[src/rtl/rtc_char_source_pkg.sv]
`default_nettype none
// +----------------------------------------------------------------------+
// | rtc_char_source_pkg                                                  |
// | Shared mode encodings, ASCII constants and BCD helpers for the RTC.  |
// | Revision: 1.0                                                        |
// +----------------------------------------------------------------------+
package rtc_char_source_pkg;

  typedef enum logic [1:0] {
    MODE_RUN    = 2'd0,
    MODE_SET_HH = 2'd1,
    MODE_SET_MM = 2'd2,
    MODE_SET_SS = 2'd3
  } mode_e;

  localparam logic [7:0] ASC_SPACE = 8'h20;
  localparam logic [7:0] ASC_COLON = 8'h3A;
  localparam logic [7:0] ASC_ZERO  = 8'h30;

  localparam logic [3:0] BCD_MS_TENS_MAX  = 4'd5;
  localparam logic [3:0] BCD_UNITS_MAX    = 4'd9;
  localparam logic [3:0] BCD_HR_TENS_MAX  = 4'd2;
  localparam logic [3:0] BCD_HR_UNITS_MAX = 4'd3;

  typedef struct packed {
    logic [3:0] tens;
    logic [3:0] units;
  } bcd2_t;

  function automatic logic bcd_at_max(input bcd2_t v, input logic [3:0] tens_max,
                                      input logic [3:0] units_max);
    return (v.tens == tens_max) && (v.units == units_max);
  endfunction

  // Wraps to 00 at the given decimal limit, otherwise a plain BCD +1.
  function automatic bcd2_t bcd_inc(input bcd2_t v, input logic [3:0] tens_max,
                                    input logic [3:0] units_max);
    bcd2_t r;
    if (bcd_at_max(v, tens_max, units_max)) begin
      r = '0;
    end else if (v.units == BCD_UNITS_MAX) begin
      r.tens  = v.tens + 4'd1;
      r.units = 4'd0;
    end else begin
      r.tens  = v.tens;
      r.units = v.units + 4'd1;
    end
    return r;
  endfunction

  function automatic logic [7:0] bcd_ascii(input logic [3:0] d);
    return ASC_ZERO + {4'd0, d};
  endfunction

endpackage
`default_nettype wire

[src/rtl/rtc_char_source_btn_debounce.sv]
`default_nettype none
// +----------------------------------------------------------------------+
// | btn_debounce                                                         |
// | 2-FF synchronizer, stability counter and one-cycle press pulse.      |
// | Revision: 1.0                                                        |
// +----------------------------------------------------------------------+
module btn_debounce
  import rtc_char_source_pkg::*;
#(
  parameter int DEBOUNCE = 8
) (
  input  logic clk,
  input  logic rst,
  input  logic i_btn,
  output logic o_press
);

  localparam int CW = $clog2(DEBOUNCE + 1);
  localparam logic [CW-1:0] c_LAST = CW'(DEBOUNCE - 1);

  logic          r_sync1;
  logic          r_sync2;
  logic          r_level;
  logic          r_press;
  logic [CW-1:0] r_cnt;
  logic          w_accept;

  // The DEBOUNCE-th consecutive differing sample flips the accepted level.
  assign w_accept = (r_sync2 != r_level) && (r_cnt == c_LAST);

  always_ff @(posedge clk or posedge rst) begin
    if (rst) begin
      r_sync1 <= 1'b0;
      r_sync2 <= 1'b0;
      r_level <= 1'b0;
      r_press <= 1'b0;
      r_cnt   <= '0;
    end else begin
      r_sync1 <= i_btn;
      r_sync2 <= r_sync1;
      if (r_sync2 == r_level) begin
        r_cnt <= '0;
      end else if (w_accept) begin
        r_cnt   <= '0;
        r_level <= r_sync2;
      end else begin
        r_cnt <= r_cnt + CW'(1);
      end
      r_press <= w_accept & r_sync2;
    end
  end

  assign o_press = r_press;

endmodule
`default_nettype wire

[src/rtl/rtc_char_source.sv]
`default_nettype none
// +----------------------------------------------------------------------+
// | rtc_char_source                                                      |
// | BCD time-of-day with button setting and a 2x16 ASCII read port.      |
// | Revision: 1.0                                                        |
// +----------------------------------------------------------------------+
module rtc_char_source
  import rtc_char_source_pkg::*;
#(
  parameter int TICK_DIV = 1000,
  parameter int DEBOUNCE = 8
) (
  input  logic       clk,
  input  logic       reset,
  input  logic       mode_btn,
  input  logic       inc_btn,
  input  logic       rd_line,
  input  logic [3:0] rd_col,
  output logic [7:0] rd_char,
  output logic       sec_strobe,
  output logic [1:0] mode
);

  localparam int PW = $clog2(TICK_DIV);
  localparam logic [PW-1:0] c_PRESC_LAST = PW'(TICK_DIV - 1);

  mode_e         r_mode;
  mode_e         w_mode_nxt;
  logic [PW-1:0] r_presc;
  bcd2_t         r_hh;
  bcd2_t         r_mm;
  bcd2_t         r_ss;
  logic          r_strobe;
  logic [7:0]    r_rd_char;

  logic       w_mode_press;
  logic       w_inc_press;
  logic       w_inc_set;
  logic       w_tick;
  logic       w_ss_max;
  logic       w_mm_max;
  logic       w_run;
  logic [7:0] w_field_ltr;
  logic [7:0] w_char;

  btn_debounce #(.DEBOUNCE(DEBOUNCE)) u_mode_db (
    .clk    (clk),
    .rst    (reset),
    .i_btn  (mode_btn),
    .o_press(w_mode_press)
  );

  btn_debounce #(.DEBOUNCE(DEBOUNCE)) u_inc_db (
    .clk    (clk),
    .rst    (reset),
    .i_btn  (inc_btn),
    .o_press(w_inc_press)
  );

  assign w_run     = (r_mode == MODE_RUN);
  assign w_tick    = w_run && (r_presc == c_PRESC_LAST);
  assign w_inc_set = w_inc_press && !w_mode_press && !w_run;
  assign w_ss_max  = bcd_at_max(r_ss, BCD_MS_TENS_MAX, BCD_UNITS_MAX);
  assign w_mm_max  = bcd_at_max(r_mm, BCD_MS_TENS_MAX, BCD_UNITS_MAX);

  always_ff @(posedge clk or posedge reset) begin
    if (reset) begin
      r_mode <= MODE_RUN;
    end else begin
      r_mode <= w_mode_nxt;
    end
  end

  always_comb begin
    w_mode_nxt = r_mode;
    if (w_mode_press) begin
      case (r_mode)
        MODE_RUN:    w_mode_nxt = MODE_SET_HH;
        MODE_SET_HH: w_mode_nxt = MODE_SET_MM;
        MODE_SET_MM: w_mode_nxt = MODE_SET_SS;
        MODE_SET_SS: w_mode_nxt = MODE_RUN;
      endcase
    end
  end

  // Prescaler sits at 0 outside RUN so the first tick after setting is a full period away.
  always_ff @(posedge clk or posedge reset) begin
    if (reset) begin
      r_presc  <= '0;
      r_strobe <= 1'b0;
    end else begin
      if (!w_run || w_tick) begin
        r_presc <= '0;
      end else begin
        r_presc <= r_presc + PW'(1);
      end
      r_strobe <= w_tick;
    end
  end

  always_ff @(posedge clk or posedge reset) begin
    if (reset) begin
      r_hh <= '0;
      r_mm <= '0;
      r_ss <= '0;
    end else if (w_tick) begin
      r_ss <= bcd_inc(r_ss, BCD_MS_TENS_MAX, BCD_UNITS_MAX);
      if (w_ss_max) begin
        r_mm <= bcd_inc(r_mm, BCD_MS_TENS_MAX, BCD_UNITS_MAX);
        if (w_mm_max) begin
          r_hh <= bcd_inc(r_hh, BCD_HR_TENS_MAX, BCD_HR_UNITS_MAX);
        end
      end
    end else if (w_inc_set) begin
      case (r_mode)
        MODE_SET_HH: r_hh <= bcd_inc(r_hh, BCD_HR_TENS_MAX, BCD_HR_UNITS_MAX);
        MODE_SET_MM: r_mm <= bcd_inc(r_mm, BCD_MS_TENS_MAX, BCD_UNITS_MAX);
        MODE_SET_SS: r_ss <= bcd_inc(r_ss, BCD_MS_TENS_MAX, BCD_UNITS_MAX);
        default:     r_hh <= r_hh;
      endcase
    end
  end

  always_comb begin
    w_field_ltr = ASC_SPACE;
    case (r_mode)
      MODE_SET_HH: w_field_ltr = "H";
      MODE_SET_MM: w_field_ltr = "M";
      MODE_SET_SS: w_field_ltr = "S";
      default:     w_field_ltr = ASC_SPACE;
    endcase
  end

  always_comb begin
    w_char = ASC_SPACE;
    if (!rd_line) begin
      case (rd_col)
        4'd0:    w_char = "T";
        4'd1:    w_char = "I";
        4'd2:    w_char = "M";
        4'd3:    w_char = "E";
        4'd5:    w_char = bcd_ascii(r_hh.tens);
        4'd6:    w_char = bcd_ascii(r_hh.units);
        4'd7:    w_char = ASC_COLON;
        4'd8:    w_char = bcd_ascii(r_mm.tens);
        4'd9:    w_char = bcd_ascii(r_mm.units);
        4'd10:   w_char = ASC_COLON;
        4'd11:   w_char = bcd_ascii(r_ss.tens);
        4'd12:   w_char = bcd_ascii(r_ss.units);
        default: w_char = ASC_SPACE;
      endcase
    end else begin
      case (rd_col)
        4'd0:    w_char = "M";
        4'd1:    w_char = "O";
        4'd2:    w_char = "D";
        4'd3:    w_char = "E";
        4'd4:    w_char = ASC_COLON;
        4'd5:    w_char = w_run ? "R" : "S";
        4'd6:    w_char = w_run ? "U" : "E";
        4'd7:    w_char = w_run ? "N" : "T";
        4'd9:    w_char = w_field_ltr;
        4'd10:   w_char = w_field_ltr;
        default: w_char = ASC_SPACE;
      endcase
    end
  end

  always_ff @(posedge clk or posedge reset) begin
    if (reset) begin
      r_rd_char <= ASC_SPACE;
    end else begin
      r_rd_char <= w_char;
    end
  end

  assign rd_char    = r_rd_char;
  assign sec_strobe = r_strobe;
  assign mode       = r_mode;

endmodule
`default_nettype wire

[config.mk]
export PLATFORM = sky130hd
export DESIGN_NAME = rtc_char_source
export DESIGN_NICKNAME = d
export VERILOG_FILES = /design/src/rtl/rtc_char_source_pkg.sv /design/src/rtl/rtc_char_source_btn_debounce.sv /design/src/rtl/rtc_char_source.sv
export SDC_FILE = /design/constraint.sdc
export NUM_CORES = 1
export LEC_CHECK = 0
export CORE_MARGIN = 5
export CORE_UTILIZATION = 45
export DETAILED_ROUTE_END_ITERATION = 8
export HOLD_SLACK_MARGIN = 0.08
export PLACE_DENSITY = 0.62
export SLEW_MARGIN = 30
export SYNTH_ARGS = -nofsm -noshare
export SYNTH_HDL_FRONTEND = slang
export SYNTH_SLANG_ARGS = --single-unit
[constraint.sdc]
create_clock -name clk -period 2.35 [get_ports clk]
set_input_delay 0.235 -clock clk [delete_from_list [all_inputs] [get_ports clk]]
set_output_delay 0.235 -clock clk [all_outputs]
set_load 0.05 [all_outputs]
-- After elaboration in Yosys (flattened, before gate mapping)
Cells that the tools add are included.
- output and inout bits: 11
- register bits after elaboration: 61
- $add $sub $neg: 15
- reduce and logical (&&, ||, !) cells: 24
- bitwise gates (word level): 4
- eq/ne operators: 31
- mux-type cells: 31
- operators by type and width (operator ; count):
    8-bit two-way mux ; 19
    7-bit case mux with 11 select lines ; 1
    8-bit case mux with 9 select lines ; 1
    6-bit by 4-bit adder with 7-bit output, first input constant ; 6
    4-bit by 1-bit adder with 4-bit output, second input constant ; 8
    4-bit by 3-bit == test with 1-bit output, second input constant ; 8
    4-bit == test, second input constant ; 8
    7-bit case mux with 3 select lines ; 1
    4-bit by 2-bit == test with 1-bit output, second input constant ; 4
    4-bit two-way mux ; 4
    10-bit by 1-bit adder with 10-bit output, second input constant ; 1
    10-bit == test, second input constant ; 1
    10-bit two-way mux ; 1
    5-bit two-way mux ; 2
    1-bit logical AND ; 8
    2-bit case mux with 4 select lines ; 1
    2-bit nonzero test ; 4
    2-bit AND reduction ; 3
    2-bit == test, second input constant ; 2
    4-bit by 1-bit == test with 1-bit output, second input constant ; 1
    4-bit logical NOT ; 1
    2-bit by 1-bit != test with 1-bit output, second input constant ; 2
    4-bit AND reduction ; 1
    2-bit OR reduction ; 2
    other kinds (10) ; 15

-- Depth between registers and ports, before layout
- depth in word-level cells: 6
- gate-level depth with buffers: 8

-- Modules after synthesis
From an unflattened synthesis, not the netlist that was laid out.
- cell total of the unflattened synthesis: 346
- area, all modules: 3373.2 um2
- modules (own cells, without submodules) (module ; sequential area each (um2) ; area an instance (um2) ; times used ; cells each):
    rtc_char_source ; 1102.3 ; 2735.1 ; 1 ; 300
    btn_debounce ; 200.2 ; 319.1 ; 2 ; 23

-- Least setup slack after synthesis
Ideal clock, no wire load.
- kind: register -> register
- from: reg r_mode[0] (netlist: mode[0])
- to: reg r_ss[7] (netlist name)
- cell stages (with the launch flop): 8
- data arrival time: 2.164 ns
- slack: 0.120 ns
- cell sequence: dfrtp_1 -> inv_1 -> ha_1 -> nor3b_2 -> and2_1 -> o21ai_1 -> or4_1 -> nand2_1
- longest elaborated chain between the ends: 5
- elaborated cells between the ends (all ways): 9
- ends and longest elaborated chain (item ; RTL line ; source):
    start, declared ; rtc_char_source.sv:27 ; mode_e r_mode;
    start signal, assigned ; rtc_char_source.sv:70 ; r_mode <= w_mode_nxt;
    2-bit logical NOT ; rtc_char_source.sv:60 ; assign w_run = (r_mode == MODE_RUN);
    1-bit logical NOT ; rtc_char_source.sv:62 ; assign w_inc_set = w_inc_press && !w_mode_press && !w_run;
    1-bit logical AND ; rtc_char_source.sv:62 ;
    2-bit nonzero test (no line) ; - ;
    2-bit AND reduction (no line) ; - ;
    end signal, assigned ; rtc_char_source.sv:107 ; r_ss <= bcd_inc(r_ss, BCD_MS_TENS_MAX, BCD_UNITS_MAX);
    end signal, assigned ; rtc_char_source.sv:118 ; MODE_SET_SS: r_ss <= bcd_inc(r_ss, BCD_MS_TENS_MAX, BCD_UNITS_MAX);
    end, declared ; rtc_char_source.sv:32 ; bcd2_t r_ss;
Several ways; a longest one is shown, not always the timed one.
A chain may end at the register's enable or synchronous reset.

-- Final worst setup path
- from: reg r_ss[1] (netlist name)
- to: reg r_mm[4] (netlist name)
- longest elaborated chain between the ends: 4
- ends and longest elaborated chain (item ; RTL line ; source):
    4-bit == test ; rtc_char_source_pkg.sv:32 ; return (v.tens == tens_max) && (v.units == units_max);
    1-bit logical AND ; rtc_char_source_pkg.sv:32 ;
    2-bit by 1-bit != test with 1-bit output (no line) ; - ;
    3-bit AND reduction (no line) ; - ;
    end signal, assigned ; rtc_char_source.sv:109 ; r_mm <= bcd_inc(r_mm, BCD_MS_TENS_MAX, BCD_UNITS_MAX);
    end signal, assigned ; rtc_char_source.sv:117 ; MODE_SET_MM: r_mm <= bcd_inc(r_mm, BCD_MS_TENS_MAX, BCD_UNITS_MAX);
    end, declared ; rtc_char_source.sv:31 ; bcd2_t r_mm;
No other way between the ends.

==> impl_metrics.ini <==
[global_route]
gr-usage-met1 = 0.2132
grt_use_met3 = 0.04848
grt_pass1_wl_um = 11790
antenna_found_initial = 0
overflow = 0
grt_use_met2 = 0.2697
grt_pass1_vias = 2426
busiest_layer = met2
grt_max_degree = 61
grt_usage = 0.1661

[synthesis]
synthTopCellsByArea = dfrtp_1 44%, ha_1 7.5%, o21ai_0 3.9%
async_flop_share = 1.000
ys_ff_latch = 60
yosysWarnings = 0
synth_xor_area_frac = 0.04452
synth_edf_count = 0
synth_top_area_cell = dfrtp_1
ys.flop_type = dfrtp_1
synth_top_family_by_area = simple AND/OR/NAND/NOR gates
synth_adder_area_share = 0.07482
synthMuxAreaShare = 0.03330
synthesis.nets = 376
syn_area_per_cell_um2 = 9.638
yosysSeqAreaShare = 0.4493
synth_simple_gate_area_frac = 0.2080
synth_cell_types = 58
yosysTopAreaCellShare = 0.4415
synth_compound_area_frac = 0.1478
postSynthCellCount = 347
syn_area_um2 = 3344

[die]
die_y_um = 96.21
die-area_um2 = 9256
dieWidth_um = 96.21
core_area_um2 = 7253
rows = 31
start_util = 0.4611
ios = 20

[worst_setup_path]
worstPathRequired_ns = 2.58
r2r_slack_ns = 0.16
critPathKind = reg -> reg
path_cells = inv_1, ha_1, and3b_1, and2_1, a22oi_2, nand2b_1, mux2_2
crit_arrival_ns = 2.42
slowest_delay_ns = 0.44
cpMaxStageDelayCell = dfrtp_1
reg2reg_to = r_mm[4]
worstRegToRegCells = 7
r2r-start = r_ss[1]
start_kind = register
cp.buffers_inverters = 1
cp-end-kind = register
crit_family = simple AND/OR/NAND/NOR gates
cp_max_fo = 11

[placement]
portBuffers = 18
routabilityCongestion = 0.8572
dpl_cell_area_um2 = 3662
place_inst = 460
hpwl_um = 4889

[flow_run]
max_cap_viol_count = 0

[timing]
rsz0062_at_grt = no
max_slew_margin = 0.6336
max_freq_ghz = 0.4572
hold_ws_ns = 0.2708
tns_ns = 0
skew_ns = 0.009325
min_period_ns = 2.187
worst-slew-pin-transition_ns = 0.5459
fin_crit_sh = 0.9308
finalHoldViolCount = 0
setup-violations-final = 0
slew_violations = 0

[detailed_routing]
routedWlPerCell_um = 14.55
ant_nets = 0
dr.pass1.iters = 4
drtIter0Drc = 141
wl_um = 6912
drt-vias-per-instance = 5.432
route.detailed.drc = 0
via_count = 2580

[final_layout]
layout.nets = 401
fin_area_um2 = 3890
nFillCells = 670
syn2layout_area_growth_pct = 16.31
layout.cells.non_filler = 475
layout-drive-gt1-share = 0.1090
diodes = 0

[clocking]
cts_buffers = 9
htreeDepth = 3
clkTransAtPathRegs_ns = 0.07
cts_post_setup_buffers_inserted = 0
cts_sinks = 60
insertion_delay_ns = 0.34
cts_root_buffer = clkbuf_8
cts_tree = built
clock_path_buffers = 2

[power_and_ir_drop]
ir_drop_v = 0.0006461
swShare = 0.2942
p_leak_nw = 1.724
comb_power_share = 0.203
p_per_area_nw_per_um2 = 753.3
p_int_mw = 2.068
seq_power_share = 0.439
clock_power_share = 0.358
p_switching_uw = 862.1

[worst_hold_path]
min_path_type = in -> async

[status]
status = complete, no violations
registers in the layout (all words and copies together) (netlist names):
signal	count
r_mm	8
r_presc	10
u_mode_db.o_press	1
sec_strobe	1
u_inc_db.r_sync1	1
mode	2
u_inc_db.r_cnt	4
r_hh	8
u_mode_db.r_level	1
r_ss	8
u_inc_db.r_level	1
u_mode_db.r_cnt	4
u_mode_db.r_sync2	1
rd_char	7
u_inc_db.o_press	1
u_mode_db.r_sync1	1
u_inc_db.r_sync2	1
stage by stage:
| step | total power [mW] | worst slack (ns) | util |
|---|---|---|---|
| after CTS | 2.970 | 0.1585 | 0.5358 |
| after detailed placement | 1.899 | 0.1591 | 0.5049 |
| final | 2.930 | 0.1627 | 0.5363 |
| after global placement | 1.881 | 0.1750 | 0.5049 |
| after floorplan | 1.734 | 0.1197 | - |
| after global routing | 3.105 | 0.003398 | 0.5363 |
cell usage after synthesis (3+ instances only):
| library cell | instances |
|---|---|
| nor3_1 | 6 |
| clkbuf_1 | 7 |
| xnor2_1 | 13 |
| inv_1 | 17 |
| a21oi_1 | 13 |
| nor2_1 | 31 |
| ha_1 | 20 |
| and3b_1 | 4 |
| nand2_1 | 30 |
| a21o_1 | 3 |
| nor2b_1 | 8 |
| and3_1 | 7 |
| o22ai_1 | 4 |
| nand3b_1 | 3 |
| o31ai_1 | 3 |
| dfrtp_1 | 59 |
| nor3b_1 | 6 |
| nand2b_1 | 4 |
| a311oi_1 | 3 |
| mux2_2 | 9 |
| xor2_1 | 4 |
| and2_1 | 3 |
| o21ai_0 | 26 |
| o21ai_1 | 3 |
| nand3_1 | 14 |
| nand4_1 | 5 |
| a221oi_1 | 3 |
| o32ai_1 | 3 |
layer usage:
metal / part of all wire / up-vias / wire length (um)
li1: - / 1281 / -
met2: 0.49 / 62 / 3353
met3: 0.046 / 10 / 319
met5: 0 / - / 0
met1: 0.45 / 1227 / 3143
met4: 0.014 / 0 / 95
power by group through the flow:
stage / registers [mW] / logic, mW / clock network (mW)
finish: 1.29 / 0.596 / 1.05
global route: 1.30 / 0.676 / 1.12
CTS: 1.28 / 0.601 / 1.09
detailed placement: 1.30 / 0.597 / 0
global placement: 1.29 / 0.587 / 0
floorplan: 1.33 / 0.401 / 0
layout make-up:
| class | instances | area (um2) | share of cell area |
|---|---|---|---|
| multi-input combinational | 256 | 1708 | 0.4390 |
| sequential | 60 | 1503 | 0.3863 |
| timing repair buffer | 28 | 267.8 | 0.06883 |
| clock buffer | 11 | 151.4 | 0.03892 |
| tap | 99 | 123.9 | 0.03184 |
| clock inverter | 4 | 72.57 | 0.01866 |
| inverter | 17 | 63.81 | 0.01640 |
layout by cell type, fill, tap and decap left out, drive strengths merged, types with 8 or more instances in the layout:
cell type | synthesis | final
xnor2 | 13 | 13
buf | 7 | 10
clkbuf | 7 | 11
nand2 | 30 | 30
nor2b | 8 | 8
and3 | 8 | 8
a21oi | 13 | 13
nand3 | 14 | 14
mux2 | 9 | 9
dfrtp | 59 | 59
nor2 | 31 | 31
clkdlybuf4s50 | 0 | 18
ha | 20 | 20
o21ai | 29 | 29
inv | 17 | 17
kinds of logic (layout without fill, tap and decap cells):
family | count (synthesis) | in the layout
multiplexers | 10 | 10
buffers and inverters | 31 | 60
other | 1 | 1
flip-flops | 60 | 60
AO/OA/AOI/OAI | 76 | 76
AND/OR/NAND/NOR | 132 | 132
adder cells (fa/ha/maj) | 20 | 20
XOR/XNOR | 17 | 17
how the worst max path moves through the flow:
stage	start	to	slack (ns)	cells past startpoint
floorplan	mode[0]	r_ss[7]	0.12	7
global placement	r_ss[1]	r_mm[4]	0.18	7
detailed placement	r_ss[1]	r_mm[4]	0.16	7
CTS	r_ss[1]	r_mm[4]	0.16	7
global route	r_ss[1]	r_mm[4]	0.003	7
finish	r_ss[1]	r_mm[4]	0.16	7
worst reg2reg max path: stages (launching register included):
cell and delay (ns):
dfrtp_1 0.44, inv_1 0.07, ha_1 0.19, and3b_1 0.25
and2_1 0.19, a22oi_2 0.39, nand2b_1 0.22, mux2_2 0.34
timing repair:
action	CTS	global route
endpoints found under the setup margin	0	1
endpoints found under the hold margin	0	0
gates resized for setup	0	1
hold buffers	0	0
Power figures use the tool's default switching activity.
==> RTL edit (config.mk and constraints unchanged) <==
Change the parameter `TICK_DIV` from 1000 to 2000.
--- a/src/rtl/rtc_char_source.sv
+++ b/src/rtl/rtc_char_source.sv
@@ -9,3 +9,3 @@
 #(
-  parameter int TICK_DIV = 1000,
+  parameter int TICK_DIV = 2000,
   parameter int DEBOUNCE = 8
Behaviour: same outputs for any inputs over 10 cycles, from zero or initial values and one cycle with reset high; that may be too few to reach the edited logic, so the function may still have changed.
==> RTL edit against the original RTL <==
Die area rose by 2.2%; worst setup slack gained 0.048 ns; clock power down 18%; cell area rose by 1.1%; total power shrank 5.6%; global-route usage increased by 0.13 points; worst hold slack improved by 0.043 ns; routed wire length is 3.5% higher; sequential share of layout area increased by 0.27 points; sequential cell count rose by 1; area after synthesis rose by 2.5%; critical endpoint is now r_ss[7]; highest routed layer unchanged.
==> RTL edit: results (changes against the original RTL) <==
* CP Max Fanout at 8 (-3)
* Status: completed
* Clk_skew at 0.0152 ns (+0.00586 ns)
* Largest net degree at the start of global routing at 39 (-36%)
* Peak VDD IR at 0.473 mV (-27%)
* Critical Path AT at 2.43 ns
* Fillcell total at 667 (-0.45%)
* Leakage Power at 1.77 nW (+2.8%)
* Worst Tran Pin Value at 0.786 ns (+0.240 ns)
* Clock tree buffer depth at 2 (unchanged)
* Pre-CTS WS at 0.190 ns (+0.0305 ns)
* Final GP Congestion at 0.818 (-4.6%)
* Vias in the first global route at 2581 (+6.4%)
* Non-clock inverter count at 16 (-1)
* Sink Count at 61 (+1.7%)
* Biggest register: r_presc
* Placed Cells at 468 (+1.7%)
* Most frequent cells after synthesis: dfrtp_1, nand2_1, nor2_1
* R2r worst-path depth at 8 (+1)
* Layout cells sized above 1 at 12.2% (+1.3 points)
* Avg Synthesized Cell Area at 9.74 µm² (+1.0%)
* Clk cell area share at 4.64% (-1.1 points)
* Gr usage total at 16.7% (+0.13 points)
* Detailed-route via count at 2656 (+2.9%)
* Register area share after synthesis at 44.6% (-0.35 points)
* DR iter-0 viols at 150 (+6.4%)
* Routed length per instance at 14.8 µm (+1.5%)
* Final nets at 409 (+2.0%)
* Antenna violations before repair at 0 (unchanged)
* Buffering overhead at 6.68% (-0.20 points)
* Multi-input combinational area share at 45.1% (+1.2 points)
* Proportion of cell area occupied by registers at 38.9% (+0.27 points)
* Comb power frac at 21.8% (+1.5 points)
* Worst Hold Class: input pin to flip-flop
* Hpwl dp at 5350 µm (+9.4%)
* # clk buffers at 10 (-1)
* Post-synth net total at 381 (+1.3%)
* Multi-input gates at 263 (+2.7%)
* Net switching power at 0.000904 W (+4.8%)
* Netlist cell types at 62 (+6.9%)
* Fin cells at 484 (+1.9%)
* Non-clock buffer count at 29 (+3.6%)
* Power in the clock group at 0.000864 W (-18%)
* Max FFs per register at 11 (+1)
* Synth area leaders: dfrtp_1, ha_1, o21ai_0
[RTL edit: cell count changes after synthesis, sizes merged, moves of 3 or more]
cell / before / now
a21oi: 13 / 17
mux2: 9 / 6
nand4: 5 / 1
and3: 8 / 11
o21ai: 29 / 26
a31oi: 0 / 4
[RTL edit: kinds of logic after synthesis]
| kind of cell | after synthesis | share of synthesized area (%) |
|---|---|---|
| mux | 6 | 1.97 |
| other cells | 1 | 0.109 |
| fa+ha+maj | 20 | 7.30 |
| buf+inv | 28 | 3.69 |
| xor+xnor | 18 | 4.60 |
| compound gates | 82 | 16.3 |
| simple gates | 136 | 21.4 |
| flops | 61 | 44.6 |
[RTL edit: per-layer routing]
metal / global-route usage (%) / wire (µm)
met5: 0 / 0
met3: 4.95 / 385
met2: 24.1 / 3110
met4: 6.28 / 139
met1: 23.7 / 3520
[RTL edit: through the flow]
step	hold slack [ns]	power [W]	area, µm²
after detailed placement	0.340	0.00193	3750
after floorplan	0.266	0.00173	3430
after global placement	0.331	0.00191	3750
after CTS	0.298	0.00280	3930
final	0.314	0.00277	3930
after global routing	0.306	0.00294	3930
[RTL edit: worst paths after layout]
check / startpoint / endpoint / slack, ns
max in group asynchronous: reset / u_mode_db.r_cnt[3] / 1.35
worst min-delay path: inc_btn / u_inc_db.r_sync1 / 0.31
worst max register to register: mode[0] / r_ss[7] / 0.21
worst max-delay path: mode[0] / r_ss[7] / 0.21
min in group asynchronous: reset / u_inc_db.o_press / 0.35
worst min register to register: u_mode_db.r_sync1 / u_mode_db.r_sync2 / 0.35
[RTL edit: critical path: stages (launching register included)]
cell     delay, ns
dfrtp_2       0.39
inv_1         0.09
ha_1          0.23
buf_4         0.16
nor3b_4       0.29
and2_1        0.25
o21ai_2       0.12
or4_1         0.48
nand2_1       0.07
